<file path="src/rtl/rca_pr_request_queue_pkg.sv">
// Shared types and grid-derived constants for the RCA partial-reconfiguration request queue.
package rca_pr_request_queue_pkg;

  localparam int unsigned GRID_NUM_COLS  = 4;
  localparam int unsigned GRID_NUM_ROWS  = 4;
  localparam int unsigned GRID_NUM_SLOTS = GRID_NUM_COLS * GRID_NUM_ROWS;
  localparam int unsigned PR_NUM_OUS     = 8;
  localparam int unsigned PR_SLOT_W      = $clog2(GRID_NUM_SLOTS);
  localparam int unsigned PR_OU_W        = $clog2(PR_NUM_OUS);

  typedef struct packed {
    logic [PR_SLOT_W-1:0] slot;
    logic [PR_OU_W-1:0]   ou;
  } pr_request_t;

  typedef enum logic [1:0] {
    PRQ_IDLE = 2'd0,
    PRQ_REQ  = 2'd1,
    PRQ_WAIT = 2'd2
  } pr_queue_state_t;

endpackage

</file>
<file path="src/rtl/rca_pr_request_queue_if.sv">
// Request-side and PR-controller-side handshake bundle of the PR request queue.
interface rca_pr_request_queue_if #(
  parameter int unsigned SLOT_W = 4,
  parameter int unsigned OU_W   = 3
);
  logic              req_valid;
  logic              req_ready;
  logic [SLOT_W-1:0] req_slot;
  logic [OU_W-1:0]   req_ou;
  logic              flush;
  logic              pr_valid;
  logic              pr_ready;
  logic [SLOT_W-1:0] pr_slot;
  logic [OU_W-1:0]   pr_ou;
  logic              pr_done;
  logic              pr_error;
  logic              dup_drop;

  modport slave (
    input  req_valid, req_slot, req_ou, flush, pr_ready, pr_done, pr_error,
    output req_ready, pr_valid, pr_slot, pr_ou, dup_drop
  );

  modport master (
    output req_valid, req_slot, req_ou, flush, pr_ready, pr_done, pr_error,
    input  req_ready, pr_valid, pr_slot, pr_ou, dup_drop
  );
endinterface

</file>
<file path="src/rtl/rca_pr_slot_table.sv">
// Per-slot resident-OU table: written on load completion, combinational (slot, ou) residency match.
module rca_pr_slot_table #(
  parameter int unsigned NUM_SLOTS = 16,
  parameter int unsigned NUM_OUS   = 8
) (
  input  logic                                     clk,
  input  logic                                     rst_n,
  input  logic                                     we,
  input  logic [$clog2(NUM_SLOTS)-1:0]             w_slot,
  input  logic [$clog2(NUM_OUS)-1:0]               w_ou,
  input  logic                                     w_loaded,
  input  logic [$clog2(NUM_SLOTS)-1:0]             m_slot,
  input  logic [$clog2(NUM_OUS)-1:0]               m_ou,
  output logic                                     hit_c,
  output logic [NUM_SLOTS-1:0]                     slot_loaded,
  output logic [NUM_SLOTS*$clog2(NUM_OUS)-1:0]     slot_ou
);

  localparam int unsigned OW = $clog2(NUM_OUS);

  logic [NUM_SLOTS-1:0] loaded_q;
  logic [OW-1:0]        ou_q [NUM_SLOTS];

  always_ff @(posedge clk) begin
    if (!rst_n) begin
      loaded_q <= '0;
      for (int i = 0; i < int'(NUM_SLOTS); i++) ou_q[i] <= '0;
    end else if (we) begin
      loaded_q[w_slot] <= w_loaded;
      ou_q[w_slot]     <= w_ou;
    end
  end

  assign hit_c       = loaded_q[m_slot] && (ou_q[m_slot] == m_ou);
  assign slot_loaded = loaded_q;

  for (genvar g = 0; g < int'(NUM_SLOTS); g++) begin : g_flat
    assign slot_ou[g*OW +: OW] = ou_q[g];
  end

endmodule

</file>
<file path="src/rtl/rca_pr_request_queue.sv">
// DEPTH-entry PR request queue: drops redundant requests, coalesces same-slot pending ones,
// and serialises loads to the PR controller while tracking residency per slot.
module rca_pr_request_queue
  import rca_pr_request_queue_pkg::*;
#(
  parameter int unsigned NUM_SLOTS = GRID_NUM_SLOTS,
  parameter int unsigned NUM_OUS   = PR_NUM_OUS,
  parameter int unsigned DEPTH     = 4
) (
  input  logic                                  clk,
  input  logic                                  rst_n,
  rca_pr_request_queue_if.slave                 bus,
  output logic [$clog2(DEPTH+1)-1:0]            occupancy,
  output logic [NUM_SLOTS-1:0]                  slot_loaded,
  output logic [NUM_SLOTS*$clog2(NUM_OUS)-1:0]  slot_ou
);

  localparam int unsigned SW = $clog2(NUM_SLOTS);
  localparam int unsigned OW = $clog2(NUM_OUS);
  localparam int unsigned PW = $clog2(DEPTH);
  localparam int unsigned CW = $clog2(DEPTH+1);

  logic [SW-1:0]    q_slot [DEPTH];
  logic [OW-1:0]    q_ou   [DEPTH];
  logic [DEPTH-1:0] q_vld;
  logic [PW-1:0]    head_q, tail_q;
  logic [CW-1:0]    occ_q;
  logic [SW-1:0]    fl_slot_q;
  logic [OW-1:0]    fl_ou_q;
  logic             dup_drop_q;

  pr_queue_state_t  state_q, state_d;

  logic          full, accept, pop, push, coalesce, drop;
  logic          table_hit, flight_hit, coal_hit, table_we;
  logic [PW-1:0] coal_idx;

  assign full          = (occ_q == CW'(DEPTH));
  assign bus.req_ready = rst_n & ~full & ~bus.flush;
  assign accept        = bus.req_valid & bus.req_ready;
  assign pop           = (state_q == PRQ_IDLE) && (occ_q != '0) && !bus.flush;
  assign flight_hit    = (state_q != PRQ_IDLE) && (fl_slot_q == bus.req_slot) &&
                         (fl_ou_q == bus.req_ou);
  assign drop          = accept & (table_hit | flight_hit);
  assign coalesce      = accept & ~drop & coal_hit;
  assign push          = accept & ~drop & ~coal_hit;
  assign table_we      = (state_q == PRQ_WAIT) && bus.pr_done;

  // Same-slot pending entry; the head being popped this cycle is excluded so it leaves with its old ou.
  always_comb begin
    coal_hit = 1'b0;
    coal_idx = '0;
    for (int i = 0; i < int'(DEPTH); i++) begin
      if (q_vld[i] && (q_slot[i] == bus.req_slot) && !(pop && (PW'(i) == head_q))) begin
        coal_hit = 1'b1;
        coal_idx = PW'(i);
      end
    end
  end

  always_comb begin
    state_d = state_q;
    case (state_q)
      PRQ_IDLE: if (pop)          state_d = PRQ_REQ;
      PRQ_REQ:  if (bus.pr_ready) state_d = PRQ_WAIT;
      PRQ_WAIT: if (bus.pr_done)  state_d = PRQ_IDLE;
      default:                    state_d = PRQ_IDLE;
    endcase
  end

  always_ff @(posedge clk) begin
    if (!rst_n) begin
      state_q    <= PRQ_IDLE;
      q_vld      <= '0;
      head_q     <= '0;
      tail_q     <= '0;
      occ_q      <= '0;
      fl_slot_q  <= '0;
      fl_ou_q    <= '0;
      dup_drop_q <= 1'b0;
    end else begin
      state_q    <= state_d;
      dup_drop_q <= drop;
      if (pop) begin
        fl_slot_q <= q_slot[head_q];
        fl_ou_q   <= q_ou[head_q];
      end
      if (bus.flush) begin
        q_vld  <= '0;
        head_q <= '0;
        tail_q <= '0;
        occ_q  <= '0;
      end else begin
        if (pop) begin
          q_vld[head_q] <= 1'b0;
          head_q        <= head_q + PW'(1);
        end
        if (push) begin
          q_vld[tail_q] <= 1'b1;
          tail_q        <= tail_q + PW'(1);
        end
        occ_q <= occ_q + CW'(push) - CW'(pop);
      end
    end
  end

  // Entry payload needs no reset: it is only read where its valid bit is set.
  always_ff @(posedge clk) begin
    if (push) begin
      q_slot[tail_q] <= bus.req_slot;
      q_ou[tail_q]   <= bus.req_ou;
    end
    if (coalesce) q_ou[coal_idx] <= bus.req_ou;
  end

  rca_pr_slot_table #(
    .NUM_SLOTS (NUM_SLOTS),
    .NUM_OUS   (NUM_OUS)
  ) u_slot_table (
    .clk         (clk),
    .rst_n       (rst_n),
    .we          (table_we),
    .w_slot      (fl_slot_q),
    .w_ou        (fl_ou_q),
    .w_loaded    (~bus.pr_error),
    .m_slot      (bus.req_slot),
    .m_ou        (bus.req_ou),
    .hit_c       (table_hit),
    .slot_loaded (slot_loaded),
    .slot_ou     (slot_ou)
  );

  assign bus.pr_valid = (state_q == PRQ_REQ);
  assign bus.pr_slot  = fl_slot_q;
  assign bus.pr_ou    = fl_ou_q;
  assign bus.dup_drop = dup_drop_q;
  assign occupancy    = occ_q;

endmodule
</file>
<file path="src/flat_wrapper.sv">
// flat-port wrapper written by rule: the top's interface ports become plain ports
module rca_pr_request_queue_flat import rca_pr_request_queue_pkg::*;
#(
  parameter int unsigned NUM_SLOTS = GRID_NUM_SLOTS,
  parameter int unsigned NUM_OUS   = PR_NUM_OUS,
  parameter int unsigned DEPTH     = 4
)
  (clk, rst_n, occupancy, slot_loaded, slot_ou, bus_req_valid, bus_req_slot, bus_req_ou, bus_flush, bus_pr_ready, bus_pr_done, bus_pr_error, bus_req_ready, bus_pr_valid, bus_pr_slot, bus_pr_ou, bus_dup_drop);
  rca_pr_request_queue_if bus_i ();
  input  logic clk;
  input  logic rst_n;
  output logic [$clog2(DEPTH+1)-1:0] occupancy;
  output logic [NUM_SLOTS-1:0] slot_loaded;
  output logic [NUM_SLOTS*$clog2(NUM_OUS)-1:0] slot_ou;
  input wire logic [$bits(bus_i.req_valid)-1:0] bus_req_valid;
  input wire logic [$bits(bus_i.req_slot)-1:0] bus_req_slot;
  input wire logic [$bits(bus_i.req_ou)-1:0] bus_req_ou;
  input wire logic [$bits(bus_i.flush)-1:0] bus_flush;
  input wire logic [$bits(bus_i.pr_ready)-1:0] bus_pr_ready;
  input wire logic [$bits(bus_i.pr_done)-1:0] bus_pr_done;
  input wire logic [$bits(bus_i.pr_error)-1:0] bus_pr_error;
  output wire logic [$bits(bus_i.req_ready)-1:0] bus_req_ready;
  output wire logic [$bits(bus_i.pr_valid)-1:0] bus_pr_valid;
  output wire logic [$bits(bus_i.pr_slot)-1:0] bus_pr_slot;
  output wire logic [$bits(bus_i.pr_ou)-1:0] bus_pr_ou;
  output wire logic [$bits(bus_i.dup_drop)-1:0] bus_dup_drop;
  assign bus_i.req_valid = bus_req_valid;
  assign bus_i.req_slot = bus_req_slot;
  assign bus_i.req_ou = bus_req_ou;
  assign bus_i.flush = bus_flush;
  assign bus_i.pr_ready = bus_pr_ready;
  assign bus_i.pr_done = bus_pr_done;
  assign bus_i.pr_error = bus_pr_error;
  assign bus_req_ready = bus_i.req_ready;
  assign bus_pr_valid = bus_i.pr_valid;
  assign bus_pr_slot = bus_i.pr_slot;
  assign bus_pr_ou = bus_i.pr_ou;
  assign bus_dup_drop = bus_i.dup_drop;
  rca_pr_request_queue #(.NUM_SLOTS(NUM_SLOTS), .NUM_OUS(NUM_OUS), .DEPTH(DEPTH)) u_core (.clk(clk), .rst_n(rst_n), .bus(bus_i), .occupancy(occupancy), .slot_loaded(slot_loaded), .slot_ou(slot_ou));
endmodule
</file>
<file path="config.mk">
export PLATFORM = sky130hd
export DESIGN_NAME = rca_pr_request_queue_flat
export DESIGN_NICKNAME = d
export VERILOG_FILES = /design/src/rtl/rca_pr_request_queue_pkg.sv /design/src/rtl/rca_pr_request_queue_if.sv /design/src/rtl/rca_pr_slot_table.sv /design/src/rtl/rca_pr_request_queue.sv /design/src/flat_wrapper.sv
export SDC_FILE = /design/constraint.sdc
export NUM_CORES = 1
export LEC_CHECK = 0
export CORE_UTILIZATION = 45
export DETAILED_ROUTE_END_ITERATION = 7
export PLACE_DENSITY = 0.8
export SYNTH_ARGS = -nofsm -noshare
export SYNTH_HDL_FRONTEND = slang
export SYNTH_SLANG_ARGS = --single-unit
export TNS_END_PERCENT = 5
</file>
<file path="constraint.sdc">
create_clock -name clk -period 4 [get_ports clk]
set_clock_uncertainty 0.15 [all_clocks]
set_input_delay 0.8 -clock clk [delete_from_list [all_inputs] [get_ports clk]]
set_output_delay 0.8 -clock clk [all_outputs]
set_load 0.02 [all_outputs]
</file>
==> out/summary.txt <==
status - completed
Mapped Cells - 464
Total Wirelength - 15700 microns
num ports - 91
syn_nets - 489
Slew @ Worst Pin - 0.731 ns
die area - 0.0129 sq mm
hold violation total from the final report - 0
first-pass GRT wire length - 24400 microns
DRC Markers - 0
drt first pass iters - 5
CTS Sinks - 113
initial core utilization - 46.5%
total negative slack - 0 ns
number of enable flip-flop cells after synthesis - 76
antenna violations before repair - 0
critical path type - input port to flop
Worst EP required - 4.13 ns
clk slew on worst S/H paths - 0.05 ns
vias in the first global route - 4394
Antenna Cells - 0
nets - 590
Power per Cell Area - 439 mW/mm^2
WL per Instance - 21.0 microns
Synth area leader - edfxtp_1
Final Wtd Congestion - 0.885
Fmax - 267 MHz
RSZ-0062 raised after global routing - no
buffer count from post-CTS setup fixing - 0
worst-path fanout max - 17
Area Overhead vs Synth - 32.1%
R2R Setup Slk - 0.64 ns
Root Buffer - clkbuf_16
register area share after synthesis - 53.9%
Reg2Reg Depth - 14
Finished Cell Area - 0.00741 sq mm
top cell type's share of synthesized area - 40.7%
Remaining Overflow, GRT - 0
CP Data Arrival Time - 3.87 ns
synthesized area - 0.00561 sq mm
Post-Layout Cell Count - 746
H-tree levels - 4
fin crit share - 93.6%
CTS buffer count - 17
Die H - 114 microns
post-synthesis area per instance - 12.1 sq um
final slew viol count - 0
Core Region - 0.0121 sq mm
DR iter-0 viols - 415
share of cells above drive strength 1 - 13.3%
cts hold-fix bufs - 0
most common cell in the netlist - edfxtp_1
synth cell count leaders - 76 x edfxtp_1, 45 x and2_1, 37 x dfxtp_1
maxcap violations - 0
crit-path cells - clkdlybuf4s50_1 -> buf_12 -> buf_4 -> buf_4 -> xnor2_1 -> nand4_1 -> a211oi_1 -> nor4_1 -> and3_1 -> and2_4 -> ha_1 -> inv_1 -> fa_1 -> xor2_1 -> xnor2_1 -> nor2_1
Tot GR Track Use - 25.8%
clock latency on the worst-skew pair - 0.41 ns
crit-path max cell delay - 0.51 ns
Worst Hold Class - flop to flop
remaining antenna violation count - 0
asr flop ratio synth - 0%
CP Launch Type - input port
fill count - 893
placed insts - 714
Distinct cells, synth - 53
VDD IR max - 317 uV
Synth warnings - 0
Std-Cell Rows - 40
IO buf count - 90
die width - 114 microns
RR Endpoint - u_core.occupancy[2]
via count - 4230
Most used DFF post-synth - edfxtp_1
R2R Path Start - u_core.occupancy[1]
post-detail-place hpwl - 10900 microns
max_slew headroom - 51.1%
hold_ws - 0.336 ns
TritonCTS clock tree - built
Worst setup startpoint - bus_req_slot[2]
fin crit period - 3.74 ns
DP Area - 0.00676 sq mm
CP max stage cell - clkdlybuf4s50_1
Resize count post-CTS - 0
Clock Path Buffers - 2
final setup violation count - 0
vias per inst - 5.67
largest net degree at the start of global routing - 37
endpoint type of the worst setup path - flop
Seq cells post-synth - 113
top post-synthesis cells by area - edfxtp_1 41%, dfxtp_1 13%, mux4_2 7.2%, and2_1 5.0%, mux2i_1 3.7%
end of the critical path - u_core.occupancy[2]
Pleak - 2.69 nW
-- sequential cells by signal, summed over array words and instances, names as in the netlist --
register	cells
u_core.u_slot_table.ou_q	48
u_core.q_slot	16
u_core.occupancy	3
u_core.tail_q	2
u_core.state_q	2
u_core.u_slot_table.slot_loaded	16
u_core.bus.pr_slot	4
u_core.q_vld	4
u_core.bus.pr_ou	3
u_core.bus.dup_drop	1
u_core.q_ou	12
u_core.head_q	2
-- worst max-delay path, delay by kind of cell --
family	cells	cell delay, ns
buffers and inverters	5	1.08
XOR/XNOR	3	0.43
AND/OR/NAND/NOR	5	0.94
adder cells (fa/ha/maj)	2	0.51
AO/OA/AOI/OAI	1	0.08
-- stage by stage --
| step | setup WS [ns] | utilization (%) | total power (W) |
|---|---|---|---|
| finish | 0.257 | 61.5 | 0.00325 |
| global route | 0.0823 | 61.5 | 0.00333 |
| CTS | 0.293 | 61.5 | 0.00326 |
| detailed placement | -0.0477 | 56.1 | 0.00160 |
| global placement | 0.0301 | 56.1 | 0.00159 |
| floorplan | 0.596 | - | 0.00148 |
-- cell families (layout without fill, tap and decap cells) --
kind of cell,Yosys count,count (layout),synth area share (%)
DFF,113,113,53.9
AOI/OAI and AO/OA,58,58,7.49
buffers and inverters,60,174,4.86
muxes,40,40,11.4
adders and majority gates,11,11,2.59
and+or+nand+nor,153,153,15.2
xor gates and xnor gates,29,29,4.53
-- cells in the final DEF (no fill, tap or decap), drive strengths merged, types with 7 or more instances in the layout --
cell and instances:
clkdlybuf4s50 90, edfxtp 76, and2 47, dfxtp 37
nand2 29, inv 29, nor2 28, xnor2 24
buf 22, mux2i 21, mux4 19, clkbuf 19
o21ai 18, o32ai 13, and3 12, ha 10
clkinv 8, a21boi 7, nor2b 7
-- worst min path at each step --
| stage | startpoint | endpoint | cells past startpoint |
|---|---|---|---|
| after floorplan | u_core.q_vld[0] | u_core.q_vld[0] | 1 |
| after global placement | u_core.q_vld[0] | u_core.q_vld[0] | 1 |
| after detailed placement | u_core.q_vld[2] | u_core.q_vld[2] | 1 |
| after CTS | u_core.q_vld[2] | u_core.q_vld[2] | 1 |
| after global routing | u_core.q_vld[3] | u_core.q_vld[3] | 1 |
| final | u_core.q_vld[2] | u_core.q_vld[2] | 1 |
-- final cells by class --
class                   instances  area [sq um]  area share [%]
flip-flops and latches        113          3020            40.8
multi-input cells             291          2310            31.2
repair buffers                112          1100            14.9
clock buffers                  19           433            5.84
clock inverters                13           215            2.90
well taps                     168           210            2.84
inverters                      30           113            1.52
-- report_power, final --
group	total (W)	internal, W	switching [W]	leakage (nW)
Sequential	0.00130	0.00127	0.0000303	1.05
Combinational	0.000275	0.000126	0.000149	1.33
Clock	0.00167	0.00116	0.000514	0.317
-- routing by layer --
metal / wire length [microns] / global-route usage, % / up-vias
met1: 6100 / 33.0 / 2052
met4: 465 / 12.3 / 0
li1: - / - / 1872
met3: 1620 / 6.16 / 43
met2: 7500 / 41.5 / 263
met5: 0 / 0 / -
Note: power is estimated with default switching activity, not from simulation.
